--- src/rtl/status_display_ctrl.sv ---
// Status display controller: heartbeat, valid stretcher, sticky lockup and a
// registered seven-segment driver that runs a lamp test after every reset.
//
// state     | meaning
// ----------+----------------------------------------------------------
// ST_LAMP   | lamp test, every segment lit for LAMP_TEST cycles
// ST_RUN    | status glyphs (ModeSel=0) or hex value display (ModeSel=1)
// ST_LOCKED | sticky lockup latched, blinking 'L' on every digit
module status_display_ctrl #(
    parameter int NUM_DIGITS = 4,
    parameter int HB_MSB     = 25,
    parameter int STRETCH    = 16,
    parameter int LAMP_TEST  = 256
) (
    input  logic                    HCLK,
    input  logic                    HRESETn,
    input  logic [4*NUM_DIGITS-1:0] ValueIn,
    input  logic                    ModeSel,
    input  logic                    DataValid,
    input  logic                    LOCKUP,
    input  logic                    ClearLock,
    output logic [7*NUM_DIGITS-1:0] HEX,
    output logic                    Heartbeat,
    output logic                    Running,
    output logic                    ValidStretched,
    output logic                    LockSticky
);

    localparam int SW = $clog2(STRETCH + 1);
    localparam int LW = $clog2(LAMP_TEST + 1);

    localparam logic [HB_MSB:0] HB_ONE     = 1;
    localparam logic [SW-1:0]   STR_LOAD   = SW'(STRETCH);
    localparam logic [SW-1:0]   STR_ONE    = 1;
    localparam logic [LW-1:0]   LAMP_LOAD  = LW'(LAMP_TEST - 1);
    localparam logic [LW-1:0]   LAMP_ONE   = 1;

    localparam logic [6:0] SEG_OFF  = 7'h7F;
    localparam logic [6:0] SEG_ALL  = 7'h00;
    localparam logic [6:0] SEG_HB   = 7'b0100011;
    localparam logic [6:0] SEG_D    = 7'b0100001;
    localparam logic [6:0] SEG_DASH = 7'b0111111;
    localparam logic [6:0] SEG_R    = 7'b0101111;
    localparam logic [6:0] SEG_L    = 7'b1000111;

    typedef enum logic [1:0] {
        ST_LAMP   = 2'd0,
        ST_RUN    = 2'd1,
        ST_LOCKED = 2'd2
    } state_t;

    state_t                 state, state_next;
    logic [LW-1:0]          lamp_tmr, lamp_tmr_next;
    logic [HB_MSB:0]        hb_cnt;
    logic [SW-1:0]          stretch_cnt, stretch_next;
    logic [7*NUM_DIGITS-1:0] hex_next;

    function automatic logic [6:0] hex_glyph(input logic [3:0] nib);
        logic [6:0] seg;
        case (nib)
            4'h0: seg = 7'b1000000;
            4'h1: seg = 7'b1111001;
            4'h2: seg = 7'b0100100;
            4'h3: seg = 7'b0110000;
            4'h4: seg = 7'b0011001;
            4'h5: seg = 7'b0010010;
            4'h6: seg = 7'b0000010;
            4'h7: seg = 7'b1111000;
            4'h8: seg = 7'b0000000;
            4'h9: seg = 7'b0010000;
            4'hA: seg = 7'b0001000;
            4'hB: seg = 7'b0000011;
            4'hC: seg = 7'b1000110;
            4'hD: seg = 7'b0100001;
            4'hE: seg = 7'b0000110;
            default: seg = 7'b0001110;
        endcase
        return seg;
    endfunction

    always_ff @(posedge HCLK or negedge HRESETn) begin
        if (!HRESETn) begin
            hb_cnt    <= '0;
            Heartbeat <= 1'b0;
            Running   <= 1'b0;
        end else begin
            hb_cnt    <= hb_cnt + HB_ONE;
            Heartbeat <= hb_cnt[HB_MSB] & hb_cnt[HB_MSB-2];
            Running   <= 1'b1;
        end
    end

    // A new DataValid always reloads, so back-to-back pulses merge into one window.
    always_comb begin
        stretch_next = stretch_cnt;
        if (DataValid)
            stretch_next = STR_LOAD;
        else if (stretch_cnt != '0)
            stretch_next = stretch_cnt - STR_ONE;
    end

    always_ff @(posedge HCLK or negedge HRESETn) begin
        if (!HRESETn) begin
            stretch_cnt    <= '0;
            ValidStretched <= 1'b0;
        end else begin
            stretch_cnt    <= stretch_next;
            ValidStretched <= (stretch_next != '0);
        end
    end

    always_ff @(posedge HCLK or negedge HRESETn) begin
        if (!HRESETn)
            LockSticky <= 1'b0;
        else if (LOCKUP)
            LockSticky <= 1'b1;
        else if (ClearLock)
            LockSticky <= 1'b0;
    end

    always_ff @(posedge HCLK or negedge HRESETn) begin
        if (!HRESETn) begin
            state    <= ST_LAMP;
            lamp_tmr <= LAMP_LOAD;
        end else begin
            state    <= state_next;
            lamp_tmr <= lamp_tmr_next;
        end
    end

    always_comb begin
        state_next    = state;
        lamp_tmr_next = lamp_tmr;
        case (state)
            ST_LAMP: begin
                if (lamp_tmr == '0)
                    state_next = LockSticky ? ST_LOCKED : ST_RUN;
                else
                    lamp_tmr_next = lamp_tmr - LAMP_ONE;
            end
            ST_RUN: begin
                if (LockSticky)
                    state_next = ST_LOCKED;
            end
            ST_LOCKED: begin
                if (!LockSticky)
                    state_next = ST_RUN;
            end
            default: state_next = ST_LAMP;
        endcase
    end

    always_comb begin
        hex_next = '0;
        for (int i = 0; i < NUM_DIGITS; i++) begin
            case (state)
                ST_RUN: begin
                    if (ModeSel)
                        hex_next[7*i +: 7] = hex_glyph(ValueIn[4*i +: 4]);
                    else if (i == 0)
                        hex_next[7*i +: 7] = Heartbeat ? SEG_HB : SEG_OFF;
                    else if (i == 1)
                        hex_next[7*i +: 7] = ValidStretched ? SEG_D : SEG_DASH;
                    else if (i == 2)
                        hex_next[7*i +: 7] = Running ? SEG_R : SEG_OFF;
                    else
                        hex_next[7*i +: 7] = SEG_OFF;
                end
                ST_LOCKED: hex_next[7*i +: 7] = hb_cnt[HB_MSB-1] ? SEG_L : SEG_OFF;
                default:   hex_next[7*i +: 7] = SEG_ALL;
            endcase
        end
    end

    always_ff @(posedge HCLK or negedge HRESETn) begin
        if (!HRESETn)
            HEX <= '0;
        else
            HEX <= hex_next;
    end

endmodule

--- config.mk ---
export PLATFORM = sky130hd
export DESIGN_NAME = status_display_ctrl
export DESIGN_NICKNAME = d
export VERILOG_FILES = /design/src/rtl/status_display_ctrl.sv
export SDC_FILE = /design/constraint.sdc
export NUM_CORES = 1
export LEC_CHECK = 0
export CORE_ASPECT_RATIO = 1.4
export CORE_MARGIN = 2
export CORE_UTILIZATION = 40
export DETAILED_ROUTE_END_ITERATION = 10
export PLACE_DENSITY = 0.6
export SYNTH_ARGS = -nofsm -noshare
export SYNTH_HDL_FRONTEND = slang
export SYNTH_SLANG_ARGS = --single-unit
--- constraint.sdc ---
create_clock -name HCLK -period 2.1 [get_ports HCLK]
set_input_delay 0.42 -clock HCLK [delete_from_list [all_inputs] [get_ports HCLK]]
set_output_delay 0.42 -clock HCLK [all_outputs]
set_load 0.01 [all_outputs]
==> metrics.txt <==
# TYPE chip_impl_metric gauge
chip_impl_metric{name="power.share.combinational",unit="%"} 35.9
chip_impl_metric{name="layout-area-overhead-vs-synth",unit="%"} 25.85
chip_impl_metric{name="report.power.total",unit="W"} 0.004967
chip_impl_metric{name="die_area",unit="sq mm"} 0.01153
chip_impl_info{name="worst_setup_path_startpoint",value="lamp_tmr[0]"} 1
chip_impl_info{name="clockRootBuffer",value="clkbuf_16"} 1
chip_impl_metric{name="critical_path.max_fanout",unit=""} 4
chip_impl_info{name="grt_setup_unrepaired",value="false"} 1
chip_impl_metric{name="synth.yosys.warnings",unit=""} 0
chip_impl_metric{name="antenna-diode-count",unit=""} 0
chip_impl_metric{name="tns",unit="ns"} 0
chip_impl_metric{name="worst-endpoint-required",unit="ns"} 2.32
chip_impl_metric{name="post_cts_buffers",unit=""} 0
chip_impl_metric{name="grt_pass1_wl",unit="um"} 15850
chip_impl_metric{name="synthCells",unit=""} 417
chip_impl_info{name="critical_path.endpoint",value="state[0]"} 1
chip_impl_metric{name="timing.fmax",unit="MHz"} 544.5
chip_impl_info{name="startpoint_class",value="register"} 1
chip_impl_metric{name="gp_congestion",unit=""} 0.8343
chip_impl_metric{name="wl",unit="um"} 9126
chip_impl_metric{name="grt_antenna_before_repair",unit=""} 0
chip_impl_metric{name="postSynthRegisterBits",unit=""} 74
chip_impl_metric{name="synth.avg_cell_area",unit="sq um"} 10.24
chip_impl_metric{name="reg2regPathDepth",unit=""} 6
chip_impl_info{name="crit-reg2reg-launch",value="lamp_tmr[0]"} 1
chip_impl_metric{name="cts_hold_buffers",unit=""} 0
chip_impl_metric{name="cts.sink_count",unit=""} 74
chip_impl_metric{name="setup_violators_final",unit=""} 0
chip_impl_info{name="worstReg2RegEnd",value="state[0]"} 1
chip_impl_metric{name="num_rows",unit=""} 44
chip_impl_metric{name="async_flop_share",unit="%"} 100.0
chip_impl_metric{name="synth_enable_flop_cells",unit=""} 0
chip_impl_metric{name="design.core.area",unit="sq mm"} 0.01041
chip_impl_info{name="synth_top_flop_cell",value="dfrtp_1"} 1
chip_impl_metric{name="syn_nets",unit=""} 471
chip_impl_metric{name="die_w",unit="um"} 91.31
chip_impl_metric{name="max-cap-violations",unit=""} 0
chip_impl_metric{name="antenna_left",unit=""} 0
chip_impl_metric{name="port_buffers",unit=""} 53
chip_impl_metric{name="ff2ff_setup_slack",unit="ns"} 0.26
chip_impl_metric{name="drc",unit=""} 0
chip_impl_metric{name="fillCellCount",unit=""} 957
chip_impl_metric{name="cts.htree.levels",unit=""} 3
chip_impl_metric{name="pwr-share-clk",unit="%"} 28.2
chip_impl_metric{name="placed_area",unit="sq mm"} 0.005100
chip_impl_metric{name="sequential_cell_area",unit="sq mm"} 0.001862
chip_impl_metric{name="worst_skew_pair.late_latency",unit="ns"} 0.34
chip_impl_metric{name="via_count_normalized_by_instance_count",unit=""} 5.055
chip_impl_metric{name="timing.final.crit_period",unit="ns"} 1.837
chip_impl_metric{name="num-nets-final",unit=""} 543
chip_impl_metric{name="hold_viol",unit=""} 0
chip_impl_metric{name="pleak",unit="nW"} 2.398
chip_impl_metric{name="stdcell_count",unit=""} 632
chip_impl_info{name="critPathCaptureType",value="register"} 1
chip_impl_info{name="cts_tree",value="yes"} 1
chip_impl_metric{name="final_min_period_over_clock_period",unit="%"} 87.46
chip_impl_metric{name="detailed_placement_wirelength_estimate",unit="um"} 6759
chip_impl_metric{name="power_switching",unit="W"} 0.001608
chip_impl_metric{name="drt-pass1-iter-count",unit=""} 4
chip_impl_metric{name="proportion_of_power_drawn_by_flip_flops_and_latches",unit="%"} 35.8
chip_impl_metric{name="grt_util_all_layers",unit="%"} 17.18
chip_impl_metric{name="globalRouteOverflowTotal",unit=""} 0
chip_impl_metric{name="worst_clock_skew",unit="ns"} 0.005624
chip_impl_metric{name="post_cts.resized_instances",unit=""} 0
chip_impl_metric{name="dpl.cell_count",unit=""} 616
chip_impl_metric{name="final_design_area_no_fill",unit="sq mm"} 0.005373
chip_impl_metric{name="cts.clk_slew.worst_paths",unit="ns"} 0.06
chip_impl_metric{name="grt_start_max_net_pins",unit=""} 75
chip_impl_metric{name="intPower",unit="W"} 0.003358
chip_impl_info{name="run_status",value="complete, no violations"} 1
chip_impl_metric{name="max_slew_violation_count",unit=""} 0
chip_impl_metric{name="drt_iter0_markers",unit=""} 111
chip_impl_metric{name="fp.dieH",unit="um"} 126.2
chip_impl_metric{name="routedWlPerCell",unit="um"} 14.44
chip_impl_info{name="hold_path.class",value="primary input to async pin"} 1
chip_impl_info{name="crit_type",value="register to register"} 1
chip_impl_metric{name="design.portCount",unit=""} 54
chip_impl_metric{name="synth.lib_cells_used.distinct",unit=""} 50
chip_impl_metric{name="cellPowerDensity",unit="mW/mm^2"} 924.4
chip_impl_metric{name="clock_path_buffers",unit=""} 2
chip_impl_metric{name="worst_ir_drop_vdd",unit="uV"} 490.8
chip_impl_metric{name="power.switching_fraction",unit="%"} 32.38
chip_impl_metric{name="hold_ws",unit="ns"} 0.08797
chip_impl_metric{name="multi_input_logic_area",unit="sq mm"} 0.002238
chip_impl_metric{name="worst_ep_arrival_time",unit="ns"} 2.06
chip_impl_metric{name="cts-buffers-inserted",unit=""} 9
chip_impl_metric{name="synth_seq_area_share",unit="%"} 43.61
chip_impl_metric{name="dr_total_vias",unit=""} 3195
chip_impl_metric{name="synth_area",unit="sq mm"} 0.004269
chip_impl_metric{name="post_route_cells_drive_above_1_share",unit="%"} 15.99
chip_impl_metric{name="floorplan.initialDensity",unit="%"} 41.03
chip_impl_metric{name="via_count_of_the_first_global_routing_pass",unit=""} 3288
[metal layers]
| metal | vias to the layer above | routed length [um] | track usage, % |
|---|---|---|---|
| li1 | 1597 | - | - |
| met1 | 1531 | 3892 | 20.93 |
| met2 | 55 | 4687 | 29.06 |
| met3 | 12 | 392 | 4.486 |
| met4 | 0 | 155 | 6.595 |
| met5 | - | 0 | 0 |
[cells by family (layout without fill, tap and decap cells)]
kind of cell / Yosys count / after routing / synth area share (%)
AOI/OAI and AO/OA: 89 / 89 / 12.95
xor gates and xnor gates: 35 / 35 / 7.180
adders and majority gates: 32 / 32 / 9.379
buffers and inverters: 42 / 119 / 3.956
DFF: 74 / 74 / 43.61
muxes: 22 / 22 / 6.330
other: 1 / 1 / 0.08784
and+or+nand+nor: 122 / 122 / 16.50
[how the worst min path moves through the flow]
stage / endpoint / startpoint
finish: HEX[10] / HRESETn
global placement: hb_cnt[25] / hb_cnt[25]
CTS: HEX[10] / HRESETn
detailed placement: hb_cnt[18] / hb_cnt[18]
floorplan: HEX[0] / HRESETn
global route: HEX[10] / HRESETn
[stage by stage]
step	utilization, %	setup WS (ns)
after CTS	51.64	0.2490
final	51.64	0.2634
after global routing	51.64	0.1182
after detailed placement	49.01	-0.08119
after floorplan	-	0.3975
after global placement	49.01	-0.03784
[cell type report]
| cell class | count | share of cell area, % |
|---|---|---|
| clock inverters | 5 | 0.5589 |
| inverters | 23 | 1.607 |
| repair buffers | 80 | 13.79 |
| well taps | 138 | 3.214 |
| clock buffers | 11 | 4.518 |
| multi-input cells | 301 | 41.66 |
| flip-flops and latches | 74 | 34.65 |
[layout by cell type (no fill, tap or decap), types with 2 or more instances in the layout]
cell type / netlist / routed
xnor2_1: 29 / 29
clkinv_2: 0 / 3
nor4_4: 2 / 2
nand2b_1: 3 / 3
mux4_2: 2 / 2
clkbuf_16: 0 / 9
o31ai_1: 7 / 7
nand3_1: 13 / 13
xor2_1: 6 / 6
a21oi_1: 17 / 17
and3_1: 2 / 2
or2_2: 2 / 2
a21o_1: 3 / 3
mux2_2: 16 / 16
buf_4: 0 / 26
ha_1: 32 / 32
clkinvlp_4: 0 / 2
a31oi_1: 8 / 8
nor3_1: 10 / 10
nand2_1: 23 / 23
nor2_1: 22 / 22
a22oi_1: 3 / 3
dfrtp_1: 66 / 66
dfstp_2: 8 / 8
nand4_1: 9 / 9
o21a_1: 15 / 15
clkdlybuf4s50_1: 0 / 52
mux2i_1: 3 / 3
and2_1: 7 / 7
o21ai_0: 27 / 27
nand3b_1: 4 / 4
inv_1: 23 / 23
a211oi_1: 3 / 3
and4_1: 3 / 3
nor2b_1: 12 / 12
nor4_1: 2 / 2
[flip-flops by register name (all words and copies together) (netlist names), 2 cells and up]
signal and count:
lamp_tmr 9, hb_cnt 26, stretch_cnt 5, state 2, HEX 28
[cell usage after synthesis, types with 3 or more instances]
cell       n  area, sq um
nand2_1   23        86.33
mux2_2    16        180.2
dfstp_2    8        210.2
nor3_1    10        50.05
a31oi_1    8        50.05
inv_1     23        86.33
xor2_1     6        52.55
nor2b_1   12        75.07
a21oi_1   17        85.08
o31ai_1    7        52.55
nand3b_1   4        30.03
and2_1     7        43.79
buf_2      3        15.01
nand3_1   13        65.06
o21ai_0   27        135.1
nor2_1    22        82.58
and4_1     3        26.28
o21a_1    15        112.6
a211oi_1   3        22.52
a22oi_1    3        22.52
nand4_1    9        56.30
dfrtp_1   66         1652
mux2i_1    3        30.03
xnor2_1   29        254.0
nand2b_1   3        18.77
clkbuf_1  15        56.30
ha_1      32        400.4
a21o_1     3        22.52
[critical path: stages (launching register included)]
cell and delay, ns:
dfstp_2 0.37, inv_1 0.10, ha_1 0.16, or4b_1 0.47, o21ai_2 0.23, nand2_2 0.09, mux2_4 0.30
[power by group through the flow]
stage	Combinational (W)	Clock, W	Sequential, W
6_report	0.00178	0.00140	0.00178
5_1_grt	0.00198	0.00149	0.00181
2_1_floorplan	0.000954	0	0.00186
4_1_cts	0.00181	0.00144	0.00178
3_3_place_gp	0.00177	0	0.00180
3_5_place_dp	0.00180	0	0.00180
Power figures use the tool's default switching activity.
